===== src/rtl/trivium_stream_if.sv =====
// trivium_stream_if
// Data-path handshake bundle for the Trivium keystream engine.
//   Din      W   data word into the engine
//   Din_vld  1   Din is valid
//   Din_rdy  1   engine accepts Din this cycle (when Din_vld is also high)
//   Dout     W   Din XOR keystream
//   Dout_vld 1   Dout is valid
//   Dout_rdy 1   downstream consumes Dout this cycle (when Dout_vld is also high)
// master: the side that supplies Din and consumes Dout.
// slave : the engine.
interface trivium_stream_if #(
    parameter int W = 8
);
    logic [W-1:0] Din;
    logic         Din_vld;
    logic         Din_rdy;
    logic [W-1:0] Dout;
    logic         Dout_vld;
    logic         Dout_rdy;

    modport master (
        output Din, Din_vld, Dout_rdy,
        input  Din_rdy, Dout, Dout_vld
    );

    modport slave (
        input  Din, Din_vld, Dout_rdy,
        output Din_rdy, Dout, Dout_vld
    );
endinterface


===== src/rtl/trivium_stream.sv =====
// trivium_stream
// Trivium keystream engine producing W keystream bits per clock. Holds an
// 80-bit key, loads an 80-bit IV, runs the initialisation rounds, then XORs
// W-bit data words with keystream under valid/ready handshakes.
// Ports:
//   CLK, RSTn   clock, synchronous active-low reset
//   EN          clock enable; when low nothing changes and no handshake completes
//   Kin, Krdy   key value and load strobe (IDLE only)
//   IVin, Irdy  IV value and session start strobe (IDLE only, needs Kvld)
//   ds          data handshake bundle (slave side)
//   Kvld        a key has been loaded since reset
//   BSY         session active (INIT, STREAM or DRAIN)
//   Done        one-cycle pulse when the last word of a session is consumed
//
// state  | meaning
// IDLE   | waiting for key loads and a start strobe
// INIT   | running initialisation rounds, keystream discarded
// STREAM | accepting data words, one keystream word per accepted word
// DRAIN  | all words accepted, waiting for the last Dout to be consumed
module trivium_stream #(
    parameter int W           = 8,
    parameter int INIT_ROUNDS = 1152,
    parameter int MAX_WORDS   = 64
) (
    input  logic            CLK,
    input  logic            RSTn,
    input  logic            EN,
    input  logic [79:0]     Kin,
    input  logic            Krdy,
    input  logic [79:0]     IVin,
    input  logic            Irdy,
    trivium_stream_if.slave ds,
    output logic            Kvld,
    output logic            BSY,
    output logic            Done
);
    localparam int INIT_CYC = INIT_ROUNDS / W;
    localparam int ICW      = $clog2(INIT_CYC + 1);
    localparam int WCW      = $clog2(MAX_WORDS + 1);

    typedef enum logic [1:0] {
        ST_IDLE,
        ST_INIT,
        ST_STREAM,
        ST_DRAIN
    } state_t;

    state_t         state_q, state_d;
    logic [287:0]   s_q, s_d, s_adv;
    logic [79:0]    key_q, key_d;
    logic           kvld_q, kvld_d;
    logic [ICW-1:0] rcnt_q, rcnt_d;
    logic [WCW-1:0] wcnt_q, wcnt_d;
    logic [W-1:0]   dout_q, dout_d;
    logic           dout_vld_q, dout_vld_d;
    logic           done_q, done_d;
    logic [W-1:0]   ks;
    logic           din_rdy;
    logic           accept;
    logic           consume;

    // Host registers hold byte 0 in the top byte; the cipher wants it at the bottom.
    function automatic logic [79:0] byte_rev(input logic [79:0] v);
        logic [79:0] r;
        r = '0;
        for (int b = 0; b < 10; b++) begin
            r[8*b +: 8] = v[8*(9-b) +: 8];
        end
        return r;
    endfunction

    // W chained rounds; the first round's output lands in the MSB of ks.
    always_comb begin
        logic [287:0] s;
        logic         t1, t2, t3;
        s   = s_q;
        t1  = 1'b0;
        t2  = 1'b0;
        t3  = 1'b0;
        ks  = '0;
        for (int i = 0; i < W; i++) begin
            t1 = s[65] ^ s[92];
            t2 = s[161] ^ s[176];
            t3 = s[242] ^ s[287];
            ks[W-1-i] = t1 ^ t2 ^ t3;
            t1 = t1 ^ (s[90] & s[91]) ^ s[170];
            t2 = t2 ^ (s[174] & s[175]) ^ s[263];
            t3 = t3 ^ (s[285] & s[286]) ^ s[68];
            s  = {s[286:177], t2, s[175:93], t1, s[91:0], t3};
        end
        s_adv = s;
    end

    always_comb begin
        state_d    = state_q;
        s_d        = s_q;
        key_d      = key_q;
        kvld_d     = kvld_q;
        rcnt_d     = rcnt_q;
        wcnt_d     = wcnt_q;
        dout_d     = dout_q;
        dout_vld_d = dout_vld_q;
        done_d     = 1'b0;
        din_rdy    = 1'b0;
        accept     = 1'b0;
        consume    = EN & dout_vld_q & ds.Dout_rdy;

        case (state_q)
            ST_IDLE: begin
                // A key load wins over a simultaneous start strobe.
                if (Krdy) begin
                    key_d  = byte_rev(Kin);
                    kvld_d = 1'b1;
                end else if (Irdy && kvld_q) begin
                    s_d     = {3'b111, 112'd0, byte_rev(IVin), 13'd0, key_q};
                    rcnt_d  = ICW'(INIT_CYC);
                    state_d = ST_INIT;
                end
            end
            ST_INIT: begin
                s_d    = s_adv;
                rcnt_d = rcnt_q - ICW'(1);
                if (rcnt_q == ICW'(1)) begin
                    state_d = ST_STREAM;
                    wcnt_d  = '0;
                end
            end
            ST_STREAM: begin
                din_rdy = EN & (~dout_vld_q | ds.Dout_rdy);
                accept  = din_rdy & ds.Din_vld;
                if (consume) begin
                    dout_vld_d = 1'b0;
                end
                if (accept) begin
                    dout_d     = ds.Din ^ ks;
                    dout_vld_d = 1'b1;
                    s_d        = s_adv;
                    wcnt_d     = wcnt_q + WCW'(1);
                    if (wcnt_q == WCW'(MAX_WORDS - 1)) begin
                        state_d = ST_DRAIN;
                    end
                end
            end
            ST_DRAIN: begin
                if (consume) begin
                    dout_vld_d = 1'b0;
                    done_d     = 1'b1;
                    state_d    = ST_IDLE;
                end
            end
            default: begin
                state_d = ST_IDLE;
            end
        endcase
    end

    always_ff @(posedge CLK) begin
        if (!RSTn) begin
            state_q    <= ST_IDLE;
            s_q        <= '0;
            key_q      <= '0;
            kvld_q     <= 1'b0;
            rcnt_q     <= '0;
            wcnt_q     <= '0;
            dout_q     <= '0;
            dout_vld_q <= 1'b0;
            done_q     <= 1'b0;
        end else if (EN) begin
            state_q    <= state_d;
            s_q        <= s_d;
            key_q      <= key_d;
            kvld_q     <= kvld_d;
            rcnt_q     <= rcnt_d;
            wcnt_q     <= wcnt_d;
            dout_q     <= dout_d;
            dout_vld_q <= dout_vld_d;
            done_q     <= done_d;
        end
    end

    assign ds.Din_rdy  = din_rdy;
    assign ds.Dout     = dout_q;
    assign ds.Dout_vld = dout_vld_q;
    assign Kvld        = kvld_q;
    assign BSY         = (state_q != ST_IDLE);
    assign Done        = done_q;
endmodule


===== src/flat_wrapper.sv =====
// flat-port wrapper written by rule: the top's interface ports become plain ports
module trivium_stream_flat 
#(
    parameter int W           = 8,
    parameter int INIT_ROUNDS = 1152,
    parameter int MAX_WORDS   = 64
)
  (CLK, RSTn, EN, Kin, Krdy, IVin, Irdy, Kvld, BSY, Done, ds_Din, ds_Din_vld, ds_Dout_rdy, ds_Din_rdy, ds_Dout, ds_Dout_vld);
  trivium_stream_if #(.W(W)) ds_i ();
  input  logic CLK;
  input  logic RSTn;
  input  logic EN;
  input  logic [79:0] Kin;
  input  logic Krdy;
  input  logic [79:0] IVin;
  input  logic Irdy;
  output logic Kvld;
  output logic BSY;
  output logic Done;
  input wire logic [$bits(ds_i.Din)-1:0] ds_Din;
  input wire logic [$bits(ds_i.Din_vld)-1:0] ds_Din_vld;
  input wire logic [$bits(ds_i.Dout_rdy)-1:0] ds_Dout_rdy;
  output wire logic [$bits(ds_i.Din_rdy)-1:0] ds_Din_rdy;
  output wire logic [$bits(ds_i.Dout)-1:0] ds_Dout;
  output wire logic [$bits(ds_i.Dout_vld)-1:0] ds_Dout_vld;
  assign ds_i.Din = ds_Din;
  assign ds_i.Din_vld = ds_Din_vld;
  assign ds_i.Dout_rdy = ds_Dout_rdy;
  assign ds_Din_rdy = ds_i.Din_rdy;
  assign ds_Dout = ds_i.Dout;
  assign ds_Dout_vld = ds_i.Dout_vld;
  trivium_stream #(.W(W), .INIT_ROUNDS(INIT_ROUNDS), .MAX_WORDS(MAX_WORDS)) u_core (.CLK(CLK), .RSTn(RSTn), .EN(EN), .Kin(Kin), .Krdy(Krdy), .IVin(IVin), .Irdy(Irdy), .ds(ds_i), .Kvld(Kvld), .BSY(BSY), .Done(Done));
endmodule

===== config.mk =====
export PLATFORM = sky130hd
export DESIGN_NAME = trivium_stream_flat
export DESIGN_NICKNAME = d
export VERILOG_FILES = /design/src/rtl/trivium_stream_if.sv /design/src/rtl/trivium_stream.sv /design/src/flat_wrapper.sv
export SDC_FILE = /design/constraint.sdc
export NUM_CORES = 1
export LEC_CHECK = 0
export ABC_AREA = 1
export CAP_MARGIN = 20
export CORE_MARGIN = 8
export CORE_UTILIZATION = 55
export DETAILED_ROUTE_END_ITERATION = 8
export PLACE_DENSITY = 0.78
export RECOVER_POWER = 100
export SLEW_MARGIN = 20
export SYNTH_ARGS = -nofsm -noshare
export SYNTH_HDL_FRONTEND = slang
export SYNTH_SLANG_ARGS = --single-unit

===== constraint.sdc =====
create_clock -name CLK -period 2.2 [get_ports CLK]
set_input_delay 0.44 -clock CLK [delete_from_list [all_inputs] [get_ports CLK]]
set_output_delay 0.44 -clock CLK [all_outputs]
set_load 0.02 [all_outputs]

==> results.yml <==
status:
  status: "finished with violations"
  violations: "capacitance limit, slew limit"
synthesis:
  ys_seq_area_share_pct: 44.5
  synth_cell_types: 26
  synth_common_cells: "nand2_1, dfxtp_1, nor2_1"
  synth_area_leader_cell: "dfxtp_1"
  syn_nets: 2780
  synth_area_leaders: "dfxtp_1, nand2_1, o21ai_0"
  synth_edf_count: 0
  synth_warnings: 0
  synth_seq_cells: 396
  synth.most_common_cell: "nand2_1"
  ys_async_sr_fraction_pct: 0
  syn-cell-area_sq_um: 17800
  netlist.area_leader.share_pct: 44.5
  syn_avg_cell_area_sq_um: 6.86
  synthCells: 2597
  synth_flop_cell: "dfxtp_1"
routing:
  routed_wl_mm: 46.9
  drt_iter0_markers: 1457
  routed_via_density: 5.40
  first_pass_iters: 5
  ant_nets: 0
  drc_errors: 0
  via_count: 16900
  wl_per_cell_um: 15.0
clocking:
  cts.clk_slew.worst_paths_ps: 60
  cts_buffers: 42
  postCtsSetupRepairBufs: 0
  ctsLongestPathBuffers: 3
  holdBufCountCts: 0
  worstSkewPairLatency_ps: 530
  cts.sinks: 396
  cts_tree: "done"
  cts.htree.levels: 2
  root_buffer: "clkbuf_16"
job:
  maxCapViolCount: 1
die:
  dieWidth_um: 196
  dieArea_sq_um: 38400
  num_io_pins: 188
  die_h_um: 196
  core-area_sq_um: 32200
  start_util_pct: 55.3
  core.rowCount: 66
power:
  p_switching_mw: 6.59
  netSwitchingFraction_pct: 32.7
  vdd_ir_drop_max_mv: 0.602
  p_leak_nw: 8.61
  p_per_area_nw_per_um2: 950
  p_int_mw: 13.5
  combPwrFrac_pct: 25.0
  seq_power_share_pct: 41.9
  clockPowerShare_pct: 33.2
place:
  gp_congestion: 0.854
  dpl_cell_area_sq_um: 20000
  hpwl_mm: 31.1
  port_buffers: 187
sta:
  slew_violations: 92
  clock.fmax_ghz: 0.479
  min_period_ps: 2090
  slew_headroom_pct: -31.5
  worstMarginPinSlew_ps: 1970
  rsz0062_at_grt: "false"
  fin_crit_sh_pct: 94.9
  hold_viol_final: 0
  clock_skew_ps: 12.3
  setup_violations: 0
grt:
  grt_pass1_vias: 15600
  grt_max_degree: 97
  antenna_found_initial: 0
  grt-ovfl-total: 0
  grt_pass1_wl_mm: 75.9
  track_usage_pct: 23.4
setup_path:
  path_max_fanout: 18
  cp.required_ps: 2630
  endpoint_kind: "flip-flop"
  worst_ep_arrival_time_ps: 2520
  startpoint_type: "flip-flop"
  crit_type: "flip-flop to flip-flop"
  ff2ff_setup_slack_ps: 110
cells_and_area:
  fillers: 2809
  nets: 2879
  utilization_pct: 65.8
  area_delta_synth_final_pct: 19.0
  n_antenna_cell: 0
  final_area_sq_um: 21200
  final_layout_size_suffix_gt1_share_pct: 4.66
min_path:
  hold_class: "primary input to flip-flop"
## layout make-up
| cell class | instances | area, sq um | area share [%] |
|---|---|---|---|
| multi-input cells | 1836 | 8290 | 39.1 |
| flip-flops and latches | 396 | 7930 | 37.4 |
| repair buffers | 236 | 2480 | 11.7 |
| clock buffers | 64 | 1220 | 5.77 |
| inverters | 184 | 701 | 3.30 |
| well taps | 408 | 510 | 2.41 |
| clock inverters | 9 | 73.8 | 0.348 |
## worst paths after layout
check / startpoint / end / depth (start not counted)
worst max register to register: u_core.state_q[0] / u_core.ds.Dout[2] / 9
worst min-delay path: RSTn / u_core.key_q[10] / 3
worst max-delay path: u_core.state_q[0] / u_core.ds.Dout[2] / 9
worst min register to register: u_core.key_q[48] / u_core.key_q[48] / 2
## power by group through the flow
stage                     logic, mW  registers, mW  clock network [mW]
after floorplan                3.51           8.40                   0
after global placement         4.90           8.54                   0
after detailed placement       5.01           8.55                   0
after CTS                      5.05           8.41                6.76
after global routing           5.62           8.51                7.06
final                          5.03           8.43                6.68
## kinds of logic (layout without fill, tap and decap cells)
| group | Yosys count | after routing | synth area share, % |
|---|---|---|---|
| AO/OA/AOI/OAI | 564 | 564 | 16.0 |
| buffers and inverters | 365 | 493 | 9.12 |
| XOR/XNOR | 55 | 55 | 2.70 |
| AND/OR/NAND/NOR | 1209 | 1209 | 27.2 |
| adder cells (fa/ha/maj) | 8 | 8 | 0.562 |
| flip-flops | 396 | 396 | 44.5 |
## state kept, by name (all words and copies together) (netlist names)
name,cells
u_core.s_q,288
u_core.Done,1
u_core.key_q,80
u_core.ds.Dout_vld,1
u_core.rcnt_q,8
u_core.Kvld,1
u_core.ds.Dout,8
u_core.wcnt_q,7
u_core.state_q,2
## cells in the final DEF (no fill, tap or decap), drive strengths merged
cell type	instances
o21bai	1
xnor2	24
dlygate4sd3	10
xor2	31
nand4	2
clkinv	6
clkbuf	71
nor3	1
nor2	339
nand3	196
o21ai	314
a21oi	242
clkinvlp	1
nand2	661
dfxtp	396
ha	8
buf	44
dlygate4sd2	1
inv	186
nor3b	1
clkdlybuf4s50	174
or2	9
o21a	7
## per-stage QoR
| stage | hold WS, ps | setup WS (ps) | total power, mW | instances | TNS [ps] |
|---|---|---|---|---|---|
| 2_1_floorplan | 424 | 406 | 11.9 | 2597 | 0 |
| 3_5_place_dp | 439 | -53.9 | 13.6 | 3060 | -164 |
| 4_1_cts | 331 | 12.3 | 20.2 | 3133 | 0 |
| 3_3_place_gp | 433 | -80.3 | 13.4 | 3060 | -80.3 |
| 6_report | 354 | 112 | 20.1 | 3133 | 0 |
| 5_1_grt | 360 | 25.4 | 21.2 | 3133 | 0 |
## worst max-delay path, stage by stage (launching register included)
cell and delay (ps):
dfxtp_1 340, inv_1 150, ha_1 190, clkinv_1 100, buf_4 170, nor2_1 100, clkbuf_2 470, nand3_1 290
nand2_1 120, inv_1 40
## per-layer routing
| metal | wire length [um] | vias up | global-route usage, % |
|---|---|---|---|
| li1 | - | 8484 | - |
| met5 | 0 | - | 0 |
| met2 | 22500 | 512 | 39.0 |
| met4 | 1480 | 0 | 8.93 |
| met3 | 2710 | 105 | 3.53 |
| met1 | 20300 | 7822 | 30.3 |
## what timing repair did
action / CTS / global route
gates resized for setup: 3 / 1
endpoints found under the hold margin: 0 / 0
endpoints found under the setup margin: 2 / 1
cloned: 0 / 0
(Power assumes the default switching activity.)
